===== src/rtl/transmitter_camera_2_if.sv =====
// Strobe, coordinate bus and serial-side status between camera_top_level and the
// camera-2 UART frame transmitter.
interface transmitter_camera_2_if;
  logic        transmit_xy_update;
  logic [11:0] hand_x_left_top;
  logic [11:0] hand_y_left_top;
  logic [11:0] hand_x_left_bottom;
  logic [11:0] hand_y_left_bottom;
  logic        uart_txd;
  logic        busy;
  logic        done;

  modport master (
    output transmit_xy_update, hand_x_left_top, hand_y_left_top,
           hand_x_left_bottom, hand_y_left_bottom,
    input  uart_txd, busy, done
  );

  modport slave (
    input  transmit_xy_update, hand_x_left_top, hand_y_left_top,
           hand_x_left_bottom, hand_y_left_bottom,
    output uart_txd, busy, done
  );
endinterface


===== src/rtl/transmitter_camera_2.sv =====
// Sends a snapshot of the left-hand coordinates to camera 1 as a 9-byte 8N1 frame:
// three 0xFF sync bytes followed by six packed coordinate bytes.
module transmitter_camera_2 #(
  parameter int CLKS_PER_BIT = 564
) (
  input  logic                   clk_65mhz,
  input  logic                   sys_rst,
  transmitter_camera_2_if.slave  bus
);

  localparam int CW = (CLKS_PER_BIT > 1) ? $clog2(CLKS_PER_BIT) : 1;
  localparam logic [CW-1:0] LAST = CW'(CLKS_PER_BIT - 1);

  typedef enum logic [1:0] {IDLE, START, DATA, STOP} state_t;

  state_t        state;
  logic [CW-1:0] clk_cnt;
  logic [3:0]    byte_idx;
  logic [2:0]    bit_idx;
  logic [47:0]   snapshot;
  logic [7:0]    cur_byte;
  logic          txd_q;
  logic          busy_q;
  logic          done_q;

  // Bytes 0..2 are the sync header; the rest slice the 48-bit snapshot MSB first.
  always_comb begin
    cur_byte = 8'hFF;
    case (byte_idx)
      4'd3:    cur_byte = snapshot[47:40];
      4'd4:    cur_byte = snapshot[39:32];
      4'd5:    cur_byte = snapshot[31:24];
      4'd6:    cur_byte = snapshot[23:16];
      4'd7:    cur_byte = snapshot[15:8];
      4'd8:    cur_byte = snapshot[7:0];
      default: cur_byte = 8'hFF;
    endcase
  end

  // The line level for the next bit is loaded on the same edge that changes state,
  // so every bit is held for exactly CLKS_PER_BIT cycles with no gap between bytes.
  always_ff @(posedge clk_65mhz or posedge sys_rst) begin
    if (sys_rst) begin
      state    <= IDLE;
      clk_cnt  <= '0;
      byte_idx <= '0;
      bit_idx  <= '0;
      snapshot <= '0;
      txd_q    <= 1'b1;
      busy_q   <= 1'b0;
      done_q   <= 1'b0;
    end else begin
      done_q <= 1'b0;
      case (state)
        IDLE: begin
          txd_q  <= 1'b1;
          busy_q <= 1'b0;
          if (bus.transmit_xy_update) begin
            snapshot <= {bus.hand_x_left_top, bus.hand_y_left_top,
                         bus.hand_x_left_bottom, bus.hand_y_left_bottom};
            byte_idx <= '0;
            bit_idx  <= '0;
            clk_cnt  <= '0;
            txd_q    <= 1'b0;
            busy_q   <= 1'b1;
            state    <= START;
          end
        end
        START: begin
          if (clk_cnt == LAST) begin
            clk_cnt <= '0;
            bit_idx <= '0;
            txd_q   <= cur_byte[0];
            state   <= DATA;
          end else begin
            clk_cnt <= clk_cnt + CW'(1);
          end
        end
        DATA: begin
          if (clk_cnt == LAST) begin
            clk_cnt <= '0;
            if (bit_idx == 3'd7) begin
              txd_q <= 1'b1;
              state <= STOP;
            end else begin
              bit_idx <= bit_idx + 3'd1;
              txd_q   <= cur_byte[bit_idx + 3'd1];
            end
          end else begin
            clk_cnt <= clk_cnt + CW'(1);
          end
        end
        STOP: begin
          if (clk_cnt == LAST) begin
            clk_cnt <= '0;
            if (byte_idx == 4'd8) begin
              txd_q  <= 1'b1;
              busy_q <= 1'b0;
              done_q <= 1'b1;
              state  <= IDLE;
            end else begin
              byte_idx <= byte_idx + 4'd1;
              txd_q    <= 1'b0;
              state    <= START;
            end
          end else begin
            clk_cnt <= clk_cnt + CW'(1);
          end
        end
        default: state <= IDLE;
      endcase
    end
  end

  assign bus.uart_txd = txd_q;
  assign bus.busy     = busy_q;
  assign bus.done     = done_q;

endmodule


===== src/flat_wrapper.sv =====
// flat-port wrapper written by rule: the top's interface ports become plain ports
module transmitter_camera_2_flat 
#(
  parameter int CLKS_PER_BIT = 564
)
  (clk_65mhz, sys_rst, bus_transmit_xy_update, bus_hand_x_left_top, bus_hand_y_left_top, bus_hand_x_left_bottom, bus_hand_y_left_bottom, bus_uart_txd, bus_busy, bus_done);
  transmitter_camera_2_if bus_i ();
  input  logic clk_65mhz;
  input  logic sys_rst;
  input wire logic [$bits(bus_i.transmit_xy_update)-1:0] bus_transmit_xy_update;
  input wire logic [$bits(bus_i.hand_x_left_top)-1:0] bus_hand_x_left_top;
  input wire logic [$bits(bus_i.hand_y_left_top)-1:0] bus_hand_y_left_top;
  input wire logic [$bits(bus_i.hand_x_left_bottom)-1:0] bus_hand_x_left_bottom;
  input wire logic [$bits(bus_i.hand_y_left_bottom)-1:0] bus_hand_y_left_bottom;
  output wire logic [$bits(bus_i.uart_txd)-1:0] bus_uart_txd;
  output wire logic [$bits(bus_i.busy)-1:0] bus_busy;
  output wire logic [$bits(bus_i.done)-1:0] bus_done;
  assign bus_i.transmit_xy_update = bus_transmit_xy_update;
  assign bus_i.hand_x_left_top = bus_hand_x_left_top;
  assign bus_i.hand_y_left_top = bus_hand_y_left_top;
  assign bus_i.hand_x_left_bottom = bus_hand_x_left_bottom;
  assign bus_i.hand_y_left_bottom = bus_hand_y_left_bottom;
  assign bus_uart_txd = bus_i.uart_txd;
  assign bus_busy = bus_i.busy;
  assign bus_done = bus_i.done;
  transmitter_camera_2 #(.CLKS_PER_BIT(CLKS_PER_BIT)) u_core (.clk_65mhz(clk_65mhz), .sys_rst(sys_rst), .bus(bus_i));
endmodule

===== config.mk =====
export PLATFORM = sky130hd
export DESIGN_NAME = transmitter_camera_2_flat
export DESIGN_NICKNAME = d
export VERILOG_FILES = /design/src/rtl/transmitter_camera_2_if.sv /design/src/rtl/transmitter_camera_2.sv /design/src/flat_wrapper.sv
export SDC_FILE = /design/constraint.sdc
export NUM_CORES = 1
export LEC_CHECK = 0
export ABC_AREA = 1
export CAP_MARGIN = 20
export CORE_MARGIN = 1
export CORE_UTILIZATION = 54
export DETAILED_ROUTE_END_ITERATION = 16
export PLACE_DENSITY = 0.78
export SLEW_MARGIN = 10
export SYNTH_ARGS = -nofsm -noshare
export SYNTH_HDL_FRONTEND = slang
export SYNTH_SLANG_ARGS = --single-unit

===== constraint.sdc =====
create_clock -name clk_65mhz -period 3 [get_ports clk_65mhz]
set_clock_uncertainty 0.2 [all_clocks]
set_input_delay 0.9 -clock clk_65mhz [delete_from_list [all_inputs] [get_ports clk_65mhz]]
set_output_delay 0.9 -clock clk_65mhz [all_outputs]
set_load 0.005 [all_outputs]

==> results of run 1 <==
[metal layers]
metal | part of all wire [%] | wire length (microns) | vias up | global-route usage, %
li1 | - | - | 1424 | -
met1 | 47 | 3650 | 1389 | 33.2
met2 | 47 | 3610 | 85 | 37.2
met3 | 4.5 | 351 | 13 | 4.25
met4 | 1.6 | 127 | 0 | 9.56
met5 | 0 | 0 | - | 0
[cell families (layout without fill, tap and decap cells)]
kind of cell               after synthesis  count (layout)  synth area share (%)
AOI/OAI and AO/OA                       45              45                  6.90
xor gates and xnor gates                 5               5                  1.21
adders and majority gates               11              11                  3.79
buffers and inverters                   54             111                  6.55
DFF                                     70              70                  48.3
muxes                                   37              37                  11.5
and+or+nand+nor                        175             175                  21.7
[layout make-up]
cell class / instances / area, sq um / area share (%)
multi-input combinational: 273 / 1640 / 37.1
clock inverter: 6 / 61.3 / 1.39
tap: 77 / 96.3 / 2.18
timing repair buffer: 57 / 586 / 13.3
sequential: 70 / 1750 / 39.7
clock buffer: 10 / 138 / 3.12
inverter: 38 / 143 / 3.23
[path summary, 6_finish.rpt]
kind / end
hold reg to reg: u_core.bus.uart_txd$_DFFE_PP1P_
hold / removal: u_core.bus.uart_txd$_DFFE_PP1P_
setup reg to reg: u_core.byte_idx[3]$_DFFE_PP0P_
max in group asynchronous: u_core.bus.uart_txd$_DFFE_PP1P_
min in group asynchronous: u_core.snapshot[8]$_DFFE_PP0P_
setup / recovery: bus_uart_txd
[cell usage after synthesis, types with 2 or more instances]
cell type,count
nor3_1,4
nor2_1,46
clkbuf_1,4
nand2_1,68
xor2_1,4
a21oi_1,19
dfrtp_1,69
nor3b_1,2
inv_2,4
o31ai_1,2
buf_2,4
o22ai_1,4
buf_1,4
nand4_1,16
ha_1,11
mux2_2,37
o21ai_2,2
buf_6,4
nand2_2,3
inv_1,34
nand3_1,30
o21ai_0,16
[power groups by stage]
stage | registers, mW | logic [mW] | clock network (mW)
6_report | 0.950 | 0.107 | 0.757
5_1_grt | 0.950 | 0.119 | 0.809
4_1_cts | 0.950 | 0.109 | 0.765
3_5_place_dp | 0.968 | 0.109 | 0
3_3_place_gp | 0.968 | 0.108 | 0
2_1_floorplan | 0.964 | 0.0351 | 0
[flip-flops by register name (all words and copies together), names as in the netlist]
signal               cells
u_core.bus.busy          1
u_core.snapshot         48
u_core.bus.uart_txd      1
u_core.bus.done          1
u_core.state             2
u_core.clk_cnt          10
u_core.bit_idx           3
u_core.byte_idx          4
[metrics by stage]
stage | util, % | setup WS, ns | hold WS (ns) | cell area, sq um | std cells
after floorplan | - | 0.133 | 0.255 | 3630 | 397
after global placement | 65.7 | 0.387 | 0.265 | 4220 | 515
after detailed placement | 65.7 | 0.292 | 0.264 | 4220 | 515
after CTS | 68.8 | 0.523 | 0.274 | 4420 | 531
after global routing | 68.8 | 0.347 | 0.313 | 4420 | 531
final | 68.8 | 0.533 | 0.276 | 4420 | 531
==> results.txt, run 1 <==
* Combined global-route utilization of all metal layers: 23.9%
- Setup repair after global routing left no endpoint under its margin.
- RR Startpoint: u_core.state[0]$_DFFE_PP0P_
* Highest clock frequency the design can meet: 0.405 GHz
- In the final design database the tool counted 511 nets.
- Summed over all layers, the global routing overflow is 0.
- TritonCTS built the clock tree.
- Filler Cells Inserted: 514
* Seq pwr share: 52.4%
- Overall power after layout: 1.81 mW
- Dominant delay contributor by cell family on the critical path: flip-flops
* Worst-skew pair later-pin latency: 0.35 ns
- Core Area: 6420 sq um
- Compared with the post-synthesis result, the final layout area differs by 21.7%.
- Once detail routing completed, the nets flagged for antenna violations numbered 0.
- For the pin with the worst max-slew slack, the measured transition is 0.412 ns.
* Combinational power share: 5.9%
* Max incr delay on CP: 0.54 ns
* Synth cell types: 32
- Pwr per Cell Area: 411 nW/um^2
* Wire length of the first global-routing pass: 13.3 mm
- Vertical extent of the die: 84.0 microns
* Final critical path time including I/O delays and setup: 2.47 ns
* Final routed wire length divided by cell count: 14.6 microns
* Crit path arrival time: 1.37 ns
- Post-synth design cell area: 3630 sq um
- Summed over all layers, the routed wires come to 7.73 mm.
* Hold buffers post-CTS: 0
- Reg2Reg Depth: 9
- Summed over all failing endpoints, the final setup total negative slack is 0 ns.
* Register bit count reported by yosys: 70
- Post-synthesis cell type with the largest combined area: dfrtp_1
- In this run the worst path has a maximum fanout of 2.
- Post-route clock period utilization: 82.2%
- Standard-cell row count: 29
- The pre-antenna-repair detailed-routing pass consisted of 11 iterations.
- The Yosys step of the flow raised 0 warnings.
- Number of buffers inserted during clock tree synthesis: 9
* Type of origin of the critical path: register
- Routability-driven placement congestion ratio: 0.840
- Net load switching power: 0.399 mW
* Cell-internal power: 1.41 mW
- The number of antenna violations at the first check in global routing came to 0.
- Counting both buffers and inverters, the worst setup path holds a total of 1.
* Ports: 54
- Worst slew margin: 72.4%
* Max Cap Viol: 0
- Of the synthesized area, sequential elements account for 48.3%.
- Clock-pin transition on the worst setup and hold timing paths: 0.06 ns
- The share of total power dissipated in the clock network is 41.7%.
- Worst path cell trace: clkdlybuf4s50_1
- In the layout the commonest cells are 69 x dfrtp_1, 67 x nand2_1, 53 x clkdlybuf4s50_1.
* Number of flops mapped to enable cells by yosys: 0
* Req. time, crit path: 1.90 ns
- Critical hold path startpoint: u_core.bus.uart_txd$_DFFE_PP1P_
- Antenna cell count: 0
* Leakage power figure: 2.23 nW
- Share of the synthesized area in the top cell type: 47.6%
- Of the total power, the share spent switching nets is 22.0%.
* Cell depth of the worst min-delay path: 2
- The most used flip-flop cell after synthesis is dfrtp_1.
* Clock Tree Root: clkbuf_8
* Min-Delay Path Class: reg2reg
- Leaving out fill and tap cells, the most frequent cell in the layout is dfrtp_1.
- In the routed design, unresolved DRC markers number 4.
* Detail-routed via count per cell: 5.48
- The final hold violation count came to 0.
- Detailed routing inserted a total of 2911 vias.
- Worst Setup Path Type: reg2out
- Post-synthesis average cell area: 9.14 sq um
* Layout cell share with drive strength beyond 1: 16.1%
- VDD sags by at most 0.000266 V.
* Synthesized netlist cell count: 397
- Cell at the slowest stage of the critical path: dfstp_2
- The clock passes through at most 2 buffers.
- STA classifies the critical path endpoint as a primary output.
- In this run the register-to-register setup slack is 0.63 ns.
* I/O Buffers: 53
- Buffer count from post-CTS setup fixing: 0
* HPWL after detailed placement: 5.46 mm
* Async set or reset register ratio after synthesis: 100%
- Violated checks: design-rule violations
- The number of global-route vias before repair was 2806.
- In this run the number of cells on the critical path is 1.
- Number of failing setup endpoints in the final timing report: 0
- Synthesis produced a netlist with a net count of 459.
- Entering global routing, the biggest net connects 71 pins.
* Die ar.: 7050 sq um
* DRT iter0 DRCs: 181
- Gates resized during post-CTS repair numbered 0.
- The floorplan step set the die width to 84.0 microns.
* Initial standard-cell utilization of the core: 56.5%
- The run finished, with violations left.
* Final count of pins violating max slew: 0
- The most critical setup path has its startpoint at u_core.bus.uart_txd$_DFFE_PP1P_.
* Htree depth: 3
- Sink Count: 70
* Cells taking the most area after synthesis: dfrtp_1 48%, mux2_2 11%, nand2_1 7.0%, nor2_1 4.8%, nand3_1 4.1%
Power figures use the tool's default switching activity.
==> run 2: changes to the inputs <==
- clock period: 3 -> 2.5 ns (I/O delays scaled with it)
==> results.txt, run 2 (synthesis gave the netlist of run 1 again) <==
* Detail-routed via count per cell: 5.45
* Cell depth of the worst min-delay path: 2
- The largest single stage delay on the critical path is 0.53 ns.
- Area growth, synth to finish: 23.9%
* Result of the run: finished, violations left
* Vias: 2924
* Combined global-route utilization of all metal layers: 25.0%
* Vias in the first global route: 2954
* Initial standard-cell utilization of the core: 56.5%
- The region available for standard cell placement spans 6420 sq um.
- Routability-driven placement congestion ratio: 0.847
- Setup repair after global routing left no endpoint under its margin.
- Pin placement for this block handled 54 I/O pins.
* HPWL after detailed placement: 5.71 mm
* Most common library cell in the layout ignoring fill and taps: dfrtp_1
- Hold timing on the final database bottoms out at a slack of 0.283 ns.
* Initial antenna violation count: 0
* CTS tree: yes
* Final critical path time including I/O delays and setup: 2.31 ns
* CTS Buffer Depth: 2
- Data on the critical path arrives at its endpoint at 1.36 ns.
- The worst register-to-register path ends at u_core.bus.uart_txd$_DFFE_PP1P_.
- Max-cap violations in this run came to 0.
* Worst-skew pair later-pin latency: 0.35 ns
* Commonest cells after routing, fill and taps aside: 69 x dfrtp_1, 67 x nand2_1, 53 x clkdlybuf4s50_1
* Worst path cell trace: clkdlybuf4s50_1
* Sink Count: 70
* Hold Path Sink: u_core.bus.uart_txd$_DFFE_PP1P_
- Final wirelength: 7.83 mm
- The number of antenna diodes in the final layout is 0.
- The worst setup path is launched from a register.
- Critical hold path startpoint: u_core.bus.uart_txd$_DFFE_PP1P_
* Maximum net fanout on the critical path: 2
* Die ar.: 7050 sq um
- For this run, design rule violations remaining after detail routing come to 4.
- CP Capture Type: primary output
* Pin count of the biggest net entering global routing: 71
- In this run, the number of DRC markers left after iteration 0 of detailed routing was 169.
- The startpoint identified for the worst register-to-register timing path is u_core.byte_idx[0]$_DFFE_PP0P_.
* Global route overflow: 0
* Number of gates resized after CTS: 0
- The tree is rooted in a clkbuf_8.
* Cell at the slowest stage of the critical path: dfstp_2
- Reg with most FFs: u_core.snapshot
* Die width: 84.0 microns
- The min-delay analysis places its worst path in the category reg2reg.
- Wire length of the first global-routing pass: 13.7 mm
* Post-route clock period utilization: 92.5%
- Of the cells placed in the final design, the portion with a size suffix greater than 1 is 16.7%.
* Buffer count from post-CTS setup fixing: 0
- The count of buffers added on input and output ports is 53.
- Reg2reg setup slack: 0.25 ns
- The analysis attributes to cell leakage a power of 2.27 nW.
- Fraction of the core area covered by cells at the end of the flow: 70.0%
- Top Registers: u_core.snapshot (48), u_core.clk_cnt (10), u_core.byte_idx (4)
- Pwr per Cell Area: 505 nW/um^2
- The final number of max-transition violations came to 0.
* Final routed wire length divided by cell count: 14.6 microns
- The worst-case IR drop observed on VDD is 0.000331 V.
* Post-route setup TNS: 0 ns
- Clock-pin slew was measured on the worst setup and hold paths at 0.06 ns.
- Number of buffers inserted during clock tree synthesis: 9
- The register with the most flip-flops in the layout has 48 of them.
- The final layout contains 517 nets.
- The critical path in this run is classified as reg2out.
- The count of nets left with antenna violations once routing finished came out at 0.
- Number of optimization iterations in the first detailed-route pass: 11
- Buffers and inverters on the worst path: 1
- The checks that failed: design-rule violations.
- Req. time, crit path: 1.55 ns
- Htree depth: 3
- Counting cells, the worst reg-to-reg path comes to 14.
- At the pin with the least slew margin, the transition time is 0.443 ns.
- Hold buffers post-CTS: 0
- Headroom to the max-slew limit came out at 70.2%.
* Dominant delay contributor by cell family on the critical path: flip-flops
* Count of endpoints failing hold in the final timing report: 0
- Setup violations remaining at the end of the flow were counted as 0.
- Measured along the y axis, the die boundary spans 84.0 microns.
- Standard-cell row count: 29
- Derived from the worst setup path, the maximum achievable clock frequency is 0.432 GHz.
[run 2: changes by cell type in the layout (fill, tap and decap cells not counted)]
cell,previous run,this run
buf_4,2,7
clkbuf_1,0,2
buf_12,2,3
bufinv_16,1,2
clkinv_2,3,2
clkinv_4,1,0
inv_2,5,4
[run 2: how the worst max path moves through the flow]
| stage | startpoint | endpoint | slack, ns | cells past startpoint |
|---|---|---|---|---|
| 2_1_floorplan | u_core.byte_idx[0]$_DFFE_PP0P_ | u_core.byte_idx[3]$_DFFE_PP0P_ | 0.55 | 9 |
| 6_report | u_core.bus.uart_txd$_DFFE_PP1P_ | bus_uart_txd | 0.19 | 1 |
| 3_3_place_gp | bus_transmit_xy_update | u_core.byte_idx[3]$_DFFE_PP0P_ | 0.18 | 7 |
| 3_5_place_dp | bus_transmit_xy_update | u_core.byte_idx[3]$_DFFE_PP0P_ | 0.09 | 7 |
| 4_1_cts | u_core.bus.uart_txd$_DFFE_PP1P_ | bus_uart_txd | 0.17 | 1 |
| 5_1_grt | u_core.byte_idx[0]$_DFFE_PP0P_ | u_core.bus.uart_txd$_DFFE_PP1P_ | 0.009 | 13 |
[run 2: final cells by class]
cell class	count	area, sq um
inverter	38	146
clock inverter	4	70.1
clock buffer	12	145
sequential	70	1750
multi-input combinational	273	1640
fill	506	1930
timing repair buffer	63	643
tap	77	96.3
[run 2: routing by layer]
metal  track usage [%]  wire, microns  vias up
met1              35.2           3600     1396
li1                  -              -     1439
met4              10.2            158        0
met3              3.76            361       15
met5                 0              0        -
met2              38.8           3710       74
[run 2: report_power, final]
group | internal [mW] | switching [mW]
clock network | 0.587 | 0.409
registers | 1.13 | 0.00148
logic | 0.0831 | 0.0542
total | 1.80 | 0.465
[run 2: per-stage QoR]
stage / worst slack, ns / total power [mW] / cells / cell area, sq um
5_1_grt: 0.00867 / 2.35 / 537 / 4490
2_1_floorplan: 0.548 / 1.20 / 397 / 3630
4_1_cts: 0.171 / 2.29 / 537 / 4490
6_report: 0.186 / 2.27 / 537 / 4490
3_5_place_dp: 0.0934 / 1.30 / 521 / 4280
3_3_place_gp: 0.183 / 1.30 / 521 / 4280
[run 2: tightest hold or removal path, cell delays in order, from the launching register on]
cell and delay [ns]:
dfstp_2 0.37, nand2_1 0.06, nand2_1 0.05
